### config.mk
export PLATFORM = sky130hd
export DESIGN_NAME = mem_wishbone_arbiter
export DESIGN_NICKNAME = d
export VERILOG_FILES = /design/src/rtl/mem_wishbone_arbiter.sv
export SDC_FILE = /design/constraint.sdc
export NUM_CORES = 1
export LEC_CHECK = 0
export ABC_AREA = 1
export CAP_MARGIN = 20
export CORE_AREA = 4 4 340 342
export DETAILED_ROUTE_END_ITERATION = 10
export DIE_AREA = 0 0 344 346
export GPL_ROUTABILITY_DRIVEN = 0
export PLACE_DENSITY = 0.35
export SYNTH_ARGS = -nofsm -noshare
export SYNTH_HDL_FRONTEND = slang
export SYNTH_SLANG_ARGS = --single-unit
### constraint.sdc
create_clock -name clk -period 4.49 [get_ports clk]
set_input_delay 0.449 -clock clk [delete_from_list [all_inputs] [get_ports clk]]
set_output_delay 0.449 -clock clk [all_outputs]
set_load 0.02 [all_outputs]
### src/rtl/mem_wishbone_arbiter.sv
// Two-master round-robin Wishbone arbiter sharing one memory-side slave port.
// The grant is registered; the losing master sees RTY while it requests.
module mem_wishbone_arbiter #(
  parameter int ADDR_WIDTH = 12,
  parameter int DATA_WIDTH = 128,
  parameter int SEL_WIDTH  = 16
) (
  input  logic                  clk,
  input  logic                  rst,
  input  logic                  i_CYC,
  input  logic                  i_STB,
  input  logic                  i_WE,
  input  logic [ADDR_WIDTH-1:0] i_ADR,
  input  logic [SEL_WIDTH-1:0]  i_SEL,
  input  logic [DATA_WIDTH-1:0] i_DAT_M,
  output logic [DATA_WIDTH-1:0] i_DAT_S,
  output logic                  i_ACK,
  output logic                  i_RTY,
  input  logic                  d_CYC,
  input  logic                  d_STB,
  input  logic                  d_WE,
  input  logic [ADDR_WIDTH-1:0] d_ADR,
  input  logic [SEL_WIDTH-1:0]  d_SEL,
  input  logic [DATA_WIDTH-1:0] d_DAT_M,
  output logic [DATA_WIDTH-1:0] d_DAT_S,
  output logic                  d_ACK,
  output logic                  d_RTY,
  output logic                  m_CYC,
  output logic                  m_STB,
  output logic                  m_WE,
  output logic [ADDR_WIDTH-1:0] m_ADR,
  output logic [SEL_WIDTH-1:0]  m_SEL,
  output logic [DATA_WIDTH-1:0] m_DAT_M,
  input  logic [DATA_WIDTH-1:0] m_DAT_S,
  input  logic                  m_ACK,
  input  logic                  m_RTY,
  output logic [1:0]            grant
);

  typedef enum logic [1:0] {
    IDLE  = 2'd0,
    OWN_I = 2'd1,
    OWN_D = 2'd2
  } state_t;

  state_t state, state_nx;
  logic   last, last_nx;
  logic   i_req, d_req;

  assign i_req = i_CYC & i_STB;
  assign d_req = d_CYC & d_STB;

  always_ff @(posedge clk or posedge rst) begin
    if (rst) begin
      state <= IDLE;
      last  <= 1'b1;
    end else begin
      state <= state_nx;
      last  <= last_nx;
    end
  end

  // ACK is checked before the CYC drop so an ACK on the drop cycle completes
  always_comb begin
    state_nx = state;
    last_nx  = last;
    case (state)
      IDLE: begin
        if (i_req && d_req)
          state_nx = last ? OWN_I : OWN_D;
        else if (i_req)
          state_nx = OWN_I;
        else if (d_req)
          state_nx = OWN_D;
      end
      OWN_I: begin
        if (m_ACK) begin
          last_nx  = 1'b0;
          state_nx = d_req ? OWN_D : IDLE;
        end else if (!i_CYC) begin
          state_nx = IDLE;
        end
      end
      OWN_D: begin
        if (m_ACK) begin
          last_nx  = 1'b1;
          state_nx = i_req ? OWN_I : IDLE;
        end else if (!d_CYC) begin
          state_nx = IDLE;
        end
      end
      default: state_nx = IDLE;
    endcase
  end

  // Outputs are gated by rst so an async reset silences them at once
  always_comb begin
    m_CYC   = 1'b0;
    m_STB   = 1'b0;
    m_WE    = 1'b0;
    m_ADR   = '0;
    m_SEL   = '0;
    m_DAT_M = '0;
    i_DAT_S = '0;
    i_ACK   = 1'b0;
    i_RTY   = 1'b0;
    d_DAT_S = '0;
    d_ACK   = 1'b0;
    d_RTY   = 1'b0;
    grant   = 2'b00;
    if (!rst) begin
      case (state)
        IDLE: begin
          i_RTY = i_req;
          d_RTY = d_req;
        end
        OWN_I: begin
          grant   = 2'b01;
          m_CYC   = i_CYC;
          m_STB   = i_STB;
          m_WE    = i_WE;
          m_ADR   = i_ADR;
          m_SEL   = i_SEL;
          m_DAT_M = i_DAT_M;
          i_DAT_S = m_DAT_S;
          i_ACK   = m_ACK;
          i_RTY   = m_RTY;
          d_RTY   = d_req;
        end
        OWN_D: begin
          grant   = 2'b10;
          m_CYC   = d_CYC;
          m_STB   = d_STB;
          m_WE    = d_WE;
          m_ADR   = d_ADR;
          m_SEL   = d_SEL;
          m_DAT_M = d_DAT_M;
          d_DAT_S = m_DAT_S;
          d_ACK   = m_ACK;
          d_RTY   = m_RTY;
          i_RTY   = i_req;
        end
        default: ;
      endcase
    end
  end

endmodule

## Word-level counts from Yosys, hierarchy flattened

Cells that the tools add are included.

| word-level totals | value |
|---|---|
| register bits | 3 |
| output and inout port bits | 421 |

| operators by class | value |
|---|---|
| reductions and logical operators | 7 |
| eq/ne operators | 7 |
| bitwise logic cells | 2 |
| multiplexer cells | 40 |

Operators with widths:

| cell | count |
|---|---|
| 128-bit 2-to-1 mux | 5 |
| 128-bit one-hot mux with 2 select lines | 1 |
| 16-bit one-hot mux with 2 select lines | 1 |
| 12-bit one-hot mux with 2 select lines | 1 |
| 2-bit 2-to-1 mux | 10 |
| 16-bit 2-to-1 mux | 1 |
| 1-bit 2-to-1 mux | 12 |
| 12-bit 2-to-1 mux | 1 |
| 1-bit one-hot mux with 2 select lines | 6 |
| 3-bit != test, second input constant | 2 |
| 2-bit one-hot mux with 3 select lines | 1 |
| 3-bit AND reduction | 2 |
| 2-bit != test, second input constant | 2 |
| 4-bit != test, second input constant | 1 |
| 2-bit one-hot mux with 2 select lines | 1 |
| 2-bit OR reduction | 2 |
| 1-bit AND | 2 |
| 2-bit by 1-bit == test with 1-bit output, second input constant | 1 |
| 2-bit == test, second input constant | 1 |
| 2-bit zero test | 1 |
| 2-bit nonzero test | 1 |
| 1-bit logical AND | 1 |

## Logic depth before layout (Yosys ltp)

Gate-level depths: netlist of the first run.

| logic depth | value |
|---|---|
| depth after elaboration | 5 |
| depth in mapped cells | 10 |
| gate-level depth less buffers | 9 |

## Least setup slack after synthesis of the first run

No wires, ideal clock.

| timing path | value |
|---|---|
| path type | register to output |
| start | register state[1] |
| end | output i_DAT_S[117] |
| cell stages (with the launch flop) | 10 |
| data arrival time | 1,661 ps |
| setup slack | 2,380 ps |
| data required time | 4,041 ps |
| buffers on the path | 3 |
| path through | dfrtp_1 inv_1 ha_1 buf_4 inv_2 nor2_4 inv_2 buf_2 buf_4 nor2_1 |

| on the way | value |
|---|---|
| cells in the longest elaborated chain, start to end | 3 |

RTL lines:

| what | RTL line | RTL |
|---|---|---|
| start: declaration | 46 | `state_t state, state_nx;` |
| start signal: assignment | 58 | `state <= state_nx;` |
| 2-bit by 1-bit == test with 1-bit output | 112 | `case (state)` |
| 128-bit 2-to-1 mux | 112 |  |
| 128-bit 2-to-1 mux | 111 | `if (!rst) begin` |
| end: declaration | 16 | `output logic [DATA_WIDTH-1:0] i_DAT_S,` |

Every way passes these cells.

## Worst setup path in the final report of the first run

| timing path | value |
|---|---|
| start | register state[1] |
| end | output m_ADR[10] |

| on the way | value |
|---|---|
| cells in the longest elaborated chain, start to end | 3 |

RTL lines:

| what | RTL line | RTL |
|---|---|---|
| 2-bit == test / 2-bit by 1-bit == test with 1-bit output (equally long branches) | 112 |  |
| 12-bit one-hot mux with 2 select lines (*) | 112 |  |
| 12-bit 2-to-1 mux (*) | 111 |  |
| end: declaration | 31 | `output logic [ADDR_WIDTH-1:0] m_ADR,` |

Mark *: on every way between the ends. The rest lies on a longest branch, timed or not.

==> results of run 1 <==
metal layers:
metal / part of all wire / vias to the layer above / global-route usage / wire length [um]
li1: - / 4578 / - / -
met2: 0.47 / 510 / 0.230 / 39800
met1: 0.43 / 4480 / 0.173 / 36600
met3: 0.089 / 52 / 0.0418 / 7460
met5: 0.0018 / - / 0 / 152
met4: 0.0025 / 26 / 0.00103 / 211
cells in the mapped netlist (all sizes together):
cell type and n:
nand2 340, nor2 264, a21oi 161, inv 138
buf 73, clkbuf 8, ha 8, nand3 4
dfrtp 2, dfstp 1, nand4 1, o211ai 1
o21ai 1, or2 1
cell families (layout without fill, tap and decap cells):
group,Yosys count,count (layout)
flops,3,3
other cells,0,5
simple gates,610,610
buf+inv,219,1023
fa+ha+maj,8,8
compound gates,163,163
layout make-up:
cell class                      instances  area (um^2)
Sequential cell                         3         76.3
Antenna cell                            5         12.5
Timing Repair Buffer                  881         8850
Multi-Input combinational cell        781         3270
Inverter                              138          528
Clock buffer                            4         78.8
Fill cell                           13239        97600
Tap cell                             1500         1880
registers in the layout, indices dropped and copies added (netlist names):
name,flops
last,1
state,2
worst max-delay path, stage by stage (launching register included):
cell             delay (ns)
dfrtp_1                0.48
inv_1                  0.19
ha_1                   0.42
nand2_8                0.30
buf_12                 0.35
a21oi_1                0.70
clkdlybuf4s50_1        0.79
stage by stage:
step	cells	utilization	setup slack, ns	power (uW)	cell area, um^2
after CTS	3307	0.131	0.310	5330	14700
after global routing	3307	0.131	0.271	5550	14700
after detailed placement	3303	0.130	0.394	5170	14600
final	3312	0.131	0.503	5150	14700
after global placement	3303	0.130	0.404	5190	14600
after floorplan	1003	-	2.38	2280	4240
where the power goes:
group	total, uW	internal, uW	leakage, uW	switching, uW
Combinational	4940	1760	0.00520	3180
Clock	142	117	0.0000382	25.0
Sequential	66.4	42.0	0.0000363	24.4
worst min path at each step:
stage / from / end / slack (ns)
4_1_cts: last / last / 0.52
5_1_grt: last / last / 0.53
3_5_place_dp: last / last / 0.51
2_1_floorplan: rst / state[0] / 0.19
6_report: last / last / 0.52
3_3_place_gp: last / last / 0.50
==> summary.md, run 1 <==
| Metric | Value |
|---|---|
| Die area | `119000 um^2` |
| Worst skew pair latency | `0.22 ns` |
| Buffers on Ports | `870` |
| Post-synthesis mux area share | `0` |
| Post-synthesis adder-cell area fraction | `0.0236` |
| HPWL after DPL | `76.9 mm` |
| Avg Inst Size Synth | `4.22 um^2` |
| Antenna violation net count after detailed routing | `0` |
| XOR/XNOR share of the synthesized area | `0` |
| Root buffer cell | `clkbuf_16` |
| Final Hold Slack | `0.517 ns` |
| # setup viols final | `0` |
| # IOs | `871` |
| Crit path DAT | `3.54 ns` |
| First-pass GRT wire length | `106 mm` |
| CTS H-tree depth | `1` |
| Clk_skew | `0.00150 ns` |
| CTS Hold Buffers Added | `0` |
| Area leader, netlist | `nand2_1` |
| Synth unique cells | `19` |
| Largest family of logic cells by synthesized area | `simple AND/OR/NAND/NOR gates` |
| Largest net degree at the start of global routing | `106` |
| Most frequent cells in the layout | `clkdlybuf4s50_1, nand2_1, nor2_1` |
| Post-Syn Nets | `1461` |
| Max Fclk | `251 MHz` |
| Reg-to-Reg End | `state[1]` |
| Initial antenna violation count | `40` |
| Yosys warns | `0` |
| Final Max Tran Viols | `0` |
| CP Capture Point | `m_ADR[10]` |
| Cts repair resizes | `0` |
| Wire per inst | `25.4 um` |
| Startpoint types | `flop` |
| Final hold violations | `0` |
| Worst R2R Path Depth | `10` |
| Flop-to-flop setup slack | `2.33 ns` |
| DR DRC count | `0` |
| RR Startpoint | `state[0]` |
| TritonCTS Buffers | `3` |
| RSZ-0062 raised after global routing | `no` |
| Relative slew slack | `0.326` |
| Pre-antenna DRT Iters | `5` |
| Share of the yosys chip area belonging to registers | `0.0180` |
| CTS sink count | `3` |
| Synth Cell Area | `4240 um^2` |
| Critical path class | `flop to output port` |
| Die Wd | `344 um` |
| DIE HEIGHT | `346 um` |
| Core footprint | `112000 um^2` |
| Vias in the first global route | `9961` |
| Initial Util | `0.0377` |
| Compound-Gate Fraction of Synth Area | `0.193` |
| GR Util All Layers | `0.134` |
| Layout cell share with drive strength beyond 1 | `0.0138` |
| Count of mapped cells out of synthesis | `1003` |
| Commonest non-fill, non-tap cell in the layout | `clkdlybuf4s50_1` |
| Drt first-iter violations | `465` |
| Total negative slack | `0 ns` |
| CP Max Fanout | `66` |
| Status | `finished, final reports clean` |
| Critical path origin | `state[1]` |
| Number of vias per cell | `2.91` |
| Min-delay worst type | `flop to flop` |
| Hold depth | `2` |
| DRT Wirelength | `84.1 mm` |
| Row cnt | `123` |
| WP data required | `4.04 ns` |
| CTS tree | `built` |
| Synth area leaders | `nand2_1, nor2_1, a21oi_1` |
| Max clock buf depth | `2` |
| Maximum vdd drop | `0.181 mV` |
| Clk slew on worst S/H paths | `0.03 ns` |
| Pin slew with the least headroom to its limit | `1.01 ns` |
| Final worst path period share | `0.888` |
| Final worst path period need | `3.99 ns` |
| Setup Fix Bufs, Post-CTS | `0` |
| Overflow after GRT | `0` |
| Cell Pwr Density | `351 nW/um^2` |
| Top-area cell type share of the netlist area | `0.300` |
| CP Capture Type | `output port` |
| Nets@finish | `2266` |
| Area Growth Syn to Fin | `247%` |
| Yosys reg bits | `3` |
| Vias | `9646` |
| Area share of and/or/nand/nor cells after synthesis | `0.546` |
| Max capacitance violation total | `0` |
| Leak Pwr | `0.00527 uW` |
Note: power is estimated with default switching activity, not from simulation.
==> run 2, diff against run 1 <==
--- a/config.mk
+++ b/config.mk
@@ -6,6 +6,7 @@
 export NUM_CORES = 1
 export LEC_CHECK = 0
 export ABC_AREA = 1
+export ABC_CLOCK_PERIOD_IN_PS = 4490
 export CAP_MARGIN = 20
 export CORE_AREA = 4 4 340 342
 export DETAILED_ROUTE_END_ITERATION = 10
==> results of run 2 <==
No change in the layout: final DEF, timing and power equal those of run 1.
==> RTL change 1 (config.mk and constraints of run 1) <==
Change the parameter `DATA_WIDTH` from 128 to 132.
--- a/src/rtl/mem_wishbone_arbiter.sv
+++ b/src/rtl/mem_wishbone_arbiter.sv
@@ -2,7 +2,7 @@
 // The grant is registered; the losing master sees RTY while it requests.
 module mem_wishbone_arbiter #(
   parameter int ADDR_WIDTH = 12,
-  parameter int DATA_WIDTH = 128,
+  parameter int DATA_WIDTH = 132,
   parameter int SEL_WIDTH  = 16
 ) (
   input  logic                  clk,
Interface: changed (6 resized); port bits go from 871 to 895. The function was not compared with the original's and may differ.
==> RTL change 1 against run 1 <==
  * Worst setup slack improved by 0.37 ns
  * Register-to-register slack improved by 0.23 ns
  * Critical path depth rose by 1
  * Design area rose by 3.6%
  * Synthesized area rose by 2.6%
  * Routed wire length fell by 18%
  * Critical endpoint is now m_DAT_M[121]
  * Largest cell class unchanged
  * Core utilization rose by 0.47 points
  * Hold slack got worse by 0.021 ns
  * Largest power group unchanged
  * Sequential cell count did not move
  * Power rose by 0.41%
  * Highest routed layer unchanged
==> RTL change 1: results <==
metrics = {
    "synthesis": {
        "syn_nets": 1498,
        "synth_cells": 1028,
        "synth_commonest_cells": "nand2_1 (347), nor2_1 (271), a21oi_1 (165), inv_1 (139), buf_2 (56)",
        "synth-compound-area-share_pct": 19.3,
        "synth-adder-area-share_pct": 2.30,
    },
    "grt": {
        "met2_usage_pct": 19.3,
        "grt_max_degree": 56,
        "grt_pass1_vias": 10000,
        "gr-usage-met3_pct": 2.16,
        "grt_usage_pct": 10.7,
        "antenna_found_initial": 11,
    },
    "power": {
        "p_comb_share_pct": 96.1,
        "leakage_uw": 0.00555,
        "netSwitchingFraction_pct": 59.4,
        "ir_worst_vdd_uv": 201,
    },
    "drt": {
        "routed_wl_um": 68600,
        "drtIter0Drc": 397,
        "wl_met3_um": 4910,
        "dr_wl_met2_um": 33700,
        "avgViaCountPerCell": 2.85,
    },
    "cells_and_area": {
        "multi_input_area_um2": 3340,
        "nonClockBufferCount": 934,
        "drive_gt1_share_pct": 2.81,
        "clock_cell_area_share_pct": 0.518,
        "seq_area_um2": 76.3,
        "antennaDiodeCount": 1,
        "num-nonclk-inverters": 142,
        "nMultiInputCombCells": 801,
        "num-fill-cells": 13100,
        "buffer_area_share_pct": 61.1,
    },
    "sta": {
        "clock_skew_ns": 0.0000958,
    },
    "critical_path": {
        "cp.arrival_ns": 3.17,
        "crit_family": "buffers and inverters",
        "rr_endpoint": "state[0]",
        "worstPathMaxFanout": 25,
        "r2r_slack_ns": 2.56,
        "worstSetupEndpoint": "m_DAT_M[121]",
        "ff2ff_path_depth": 9,
    },
    "placement": {
        "portBuffers": 894,
        "dp_hpwl_um": 61500,
        "dp.cells": 3380,
    },
    "status": {
        "status": "finished clean",
    },
}
RTL change 1: cell types whose count changed after synthesis, sizes merged:
cell,before,now
a21oi,161,165
inv,138,142
clkbuf,8,15
nor2,264,272
buf,73,67
nand2,340,348
RTL change 1: logic make-up (layout without fill, tap and decap cells):
logic type / count (synthesis) / after routing
DFF: 3 / 3
other: 0 / 1
and+or+nand+nor: 626 / 626
AOI/OAI and AO/OA: 167 / 167
buffers and inverters: 224 / 1080
adders and majority gates: 8 / 8
RTL change 1: per-stage QoR:
| step | util [%] | power (µW) | hold WS, ns | instance area (µm²) | worst slack [ns] |
|---|---|---|---|---|---|
| CTS | 13.5 | 5350 | 0.500 | 15200 | 0.636 |
| global route | 13.5 | 5580 | 0.529 | 15200 | 0.525 |
| finish | 13.6 | 5170 | 0.496 | 15200 | 0.871 |
| global placement | 13.5 | 5230 | 0.495 | 15100 | 0.671 |
| floorplan | - | 2340 | 0.218 | 4350 | 2.22 |
| detailed placement | 13.5 | 5180 | 0.496 | 15100 | 0.663 |
==> RTL change 2 (config.mk and constraints of run 1) <==
Without the edit above. Reset style: synchronous (`rst`), changed in one clocked block. Comments in the files are not updated.
--- a/src/rtl/mem_wishbone_arbiter.sv
+++ b/src/rtl/mem_wishbone_arbiter.sv
@@ -50,7 +50,7 @@
   assign i_req = i_CYC & i_STB;
   assign d_req = d_CYC & d_STB;
 
-  always_ff @(posedge clk or posedge rst) begin
+  always_ff @(posedge clk) begin
     if (rst) begin
       state <= IDLE;
       last  <= 1'b1;
Behaviour: same outputs for any inputs over 4 cycles, from zero or initial values and one cycle with rst high; that may be too few to reach the edited logic, so the function may still have changed.
==> RTL change 2 against run 1 <==
  * Synthesized area up 1.4%
  * Fmax up 5.4%
  * Routed wire length down 5.4%
  * Sequential cell count unchanged
  * Critical endpoint is now m_DAT_M[56]
  * Worst setup slack better by 0.20 ns
  * Design area up 0.70%
  * Highest routed layer unchanged
  * Sequential share of layout area down 0.11 points
Power is left out: it rests on default switching activity, and per cell area and clock period it moved more than threefold.
==> RTL change 2: results <==
metrics = {
    "synthesis": {
        "synth.area.top_cells": "nand2_1 (29%), nor2_1 (23%), a21oi_1 (19%)",
        "syn_nets": 1459,
        "ys.flop_type": "dfxtp_1",
        "synth_commonest_cells": "nand2_1 (333), nor2_1 (261), a21oi_1 (163), inv_1 (134), buf_2 (53)",
        "ys_seq_area_share_pct": 1.40,
    },
    "status": {
        "status": "finished clean",
    },
    "clocking": {
        "h-tree-depth": 1,
    },
    "cells_and_area": {
        "multi_input_area_um2": 3270,
        "drive_gt1_share_pct": 2.52,
        "nNetsFinal": 2283,
        "num-fill-cells": 13200,
    },
    "grt": {
        "grt_usage_pct": 12.6,
        "antenna_found_initial": 28,
        "grt_max_degree": 66,
        "grt_pass1_wl_um": 101000,
        "grt_pass1_vias": 9934,
    },
    "sta": {
        "tightest_slew_ns": 0.916,
        "clock_skew_ns": 0.00289,
    },
    "drt": {
        "wl_per_cell_um": 23.9,
        "dr.pass1.iters": 4,
        "drtIter0Drc": 373,
    },
    "placement": {
        "placed_area_um2": 14700,
        "dp_hpwl_um": 73500,
        "place_ws_ns": 0.522,
    },
    "critical_path": {
        "cp.arrival_ns": 3.33,
        "worstPathMaxFanout": 41,
    },
}
==> RTL change 2: cell types whose count changed after synthesis, sizes merged, moves of 2 or more <==
cell,change
a21oi,+2
clkbuf,+5
dfxtp,+3
dfrtp,-2
nand2,-6
buf,-4
==> RTL change 2: logic make-up after synthesis <==
group | after synthesis | synth area share, %
and+or+nand+nor | 603 | 53.3
buffers and inverters | 220 | 23.3
AOI/OAI and AO/OA | 167 | 19.6
adders and majority gates | 8 | 2.33
DFF | 3 | 1.40
==> RTL change 2: worst max-delay path: stages <==
cell	delay (ns)
clkdlybuf4s50_1	0.69
inv_2	0.22
nand2_8	0.19
buf_4	0.36
a21oi_1	0.63
clkdlybuf4s50_1	0.74
==> RTL change 2: area by class of cell <==
cell class,count,share of cell area (%)
repair buffers,901,60.6
multi-input cells,778,22.1
well taps,1500,12.7
inverters,138,3.53
clock buffers,4,0.533
flip-flops and latches,3,0.406
diodes,7,0.118
==> RTL change 2: path summary, 6_finish.rpt <==
kind,from,endpoint,slack [ns],cells after the start
hold / removal,state[1],state[1],0.58,2
setup reg to reg,state[0],state[0],2.42,9
setup / recovery,rst,m_DAT_M[56],0.71,6
hold reg to reg,state[1],state[1],0.58,2
==> RTL change 2: through the flow <==
step / std cells / hold slack [ns]
5_1_grt: 3324 / 0.609
2_1_floorplan: 1001 / 0.506
3_5_place_dp: 3320 / 0.568
6_report: 3331 / 0.579
3_3_place_gp: 3320 / 0.579
4_1_cts: 3324 / 0.574
==> RTL change 2: routing by layer <==
layer  vias up  GRT usage (%)  part of all wire (%)
met2       505           21.1                    46
met5         -              0                 0.080
met4        10          0.308                  0.41
met3        44           2.90                   7.3
li1       4623              -                     -
met1      4286           17.3                    46
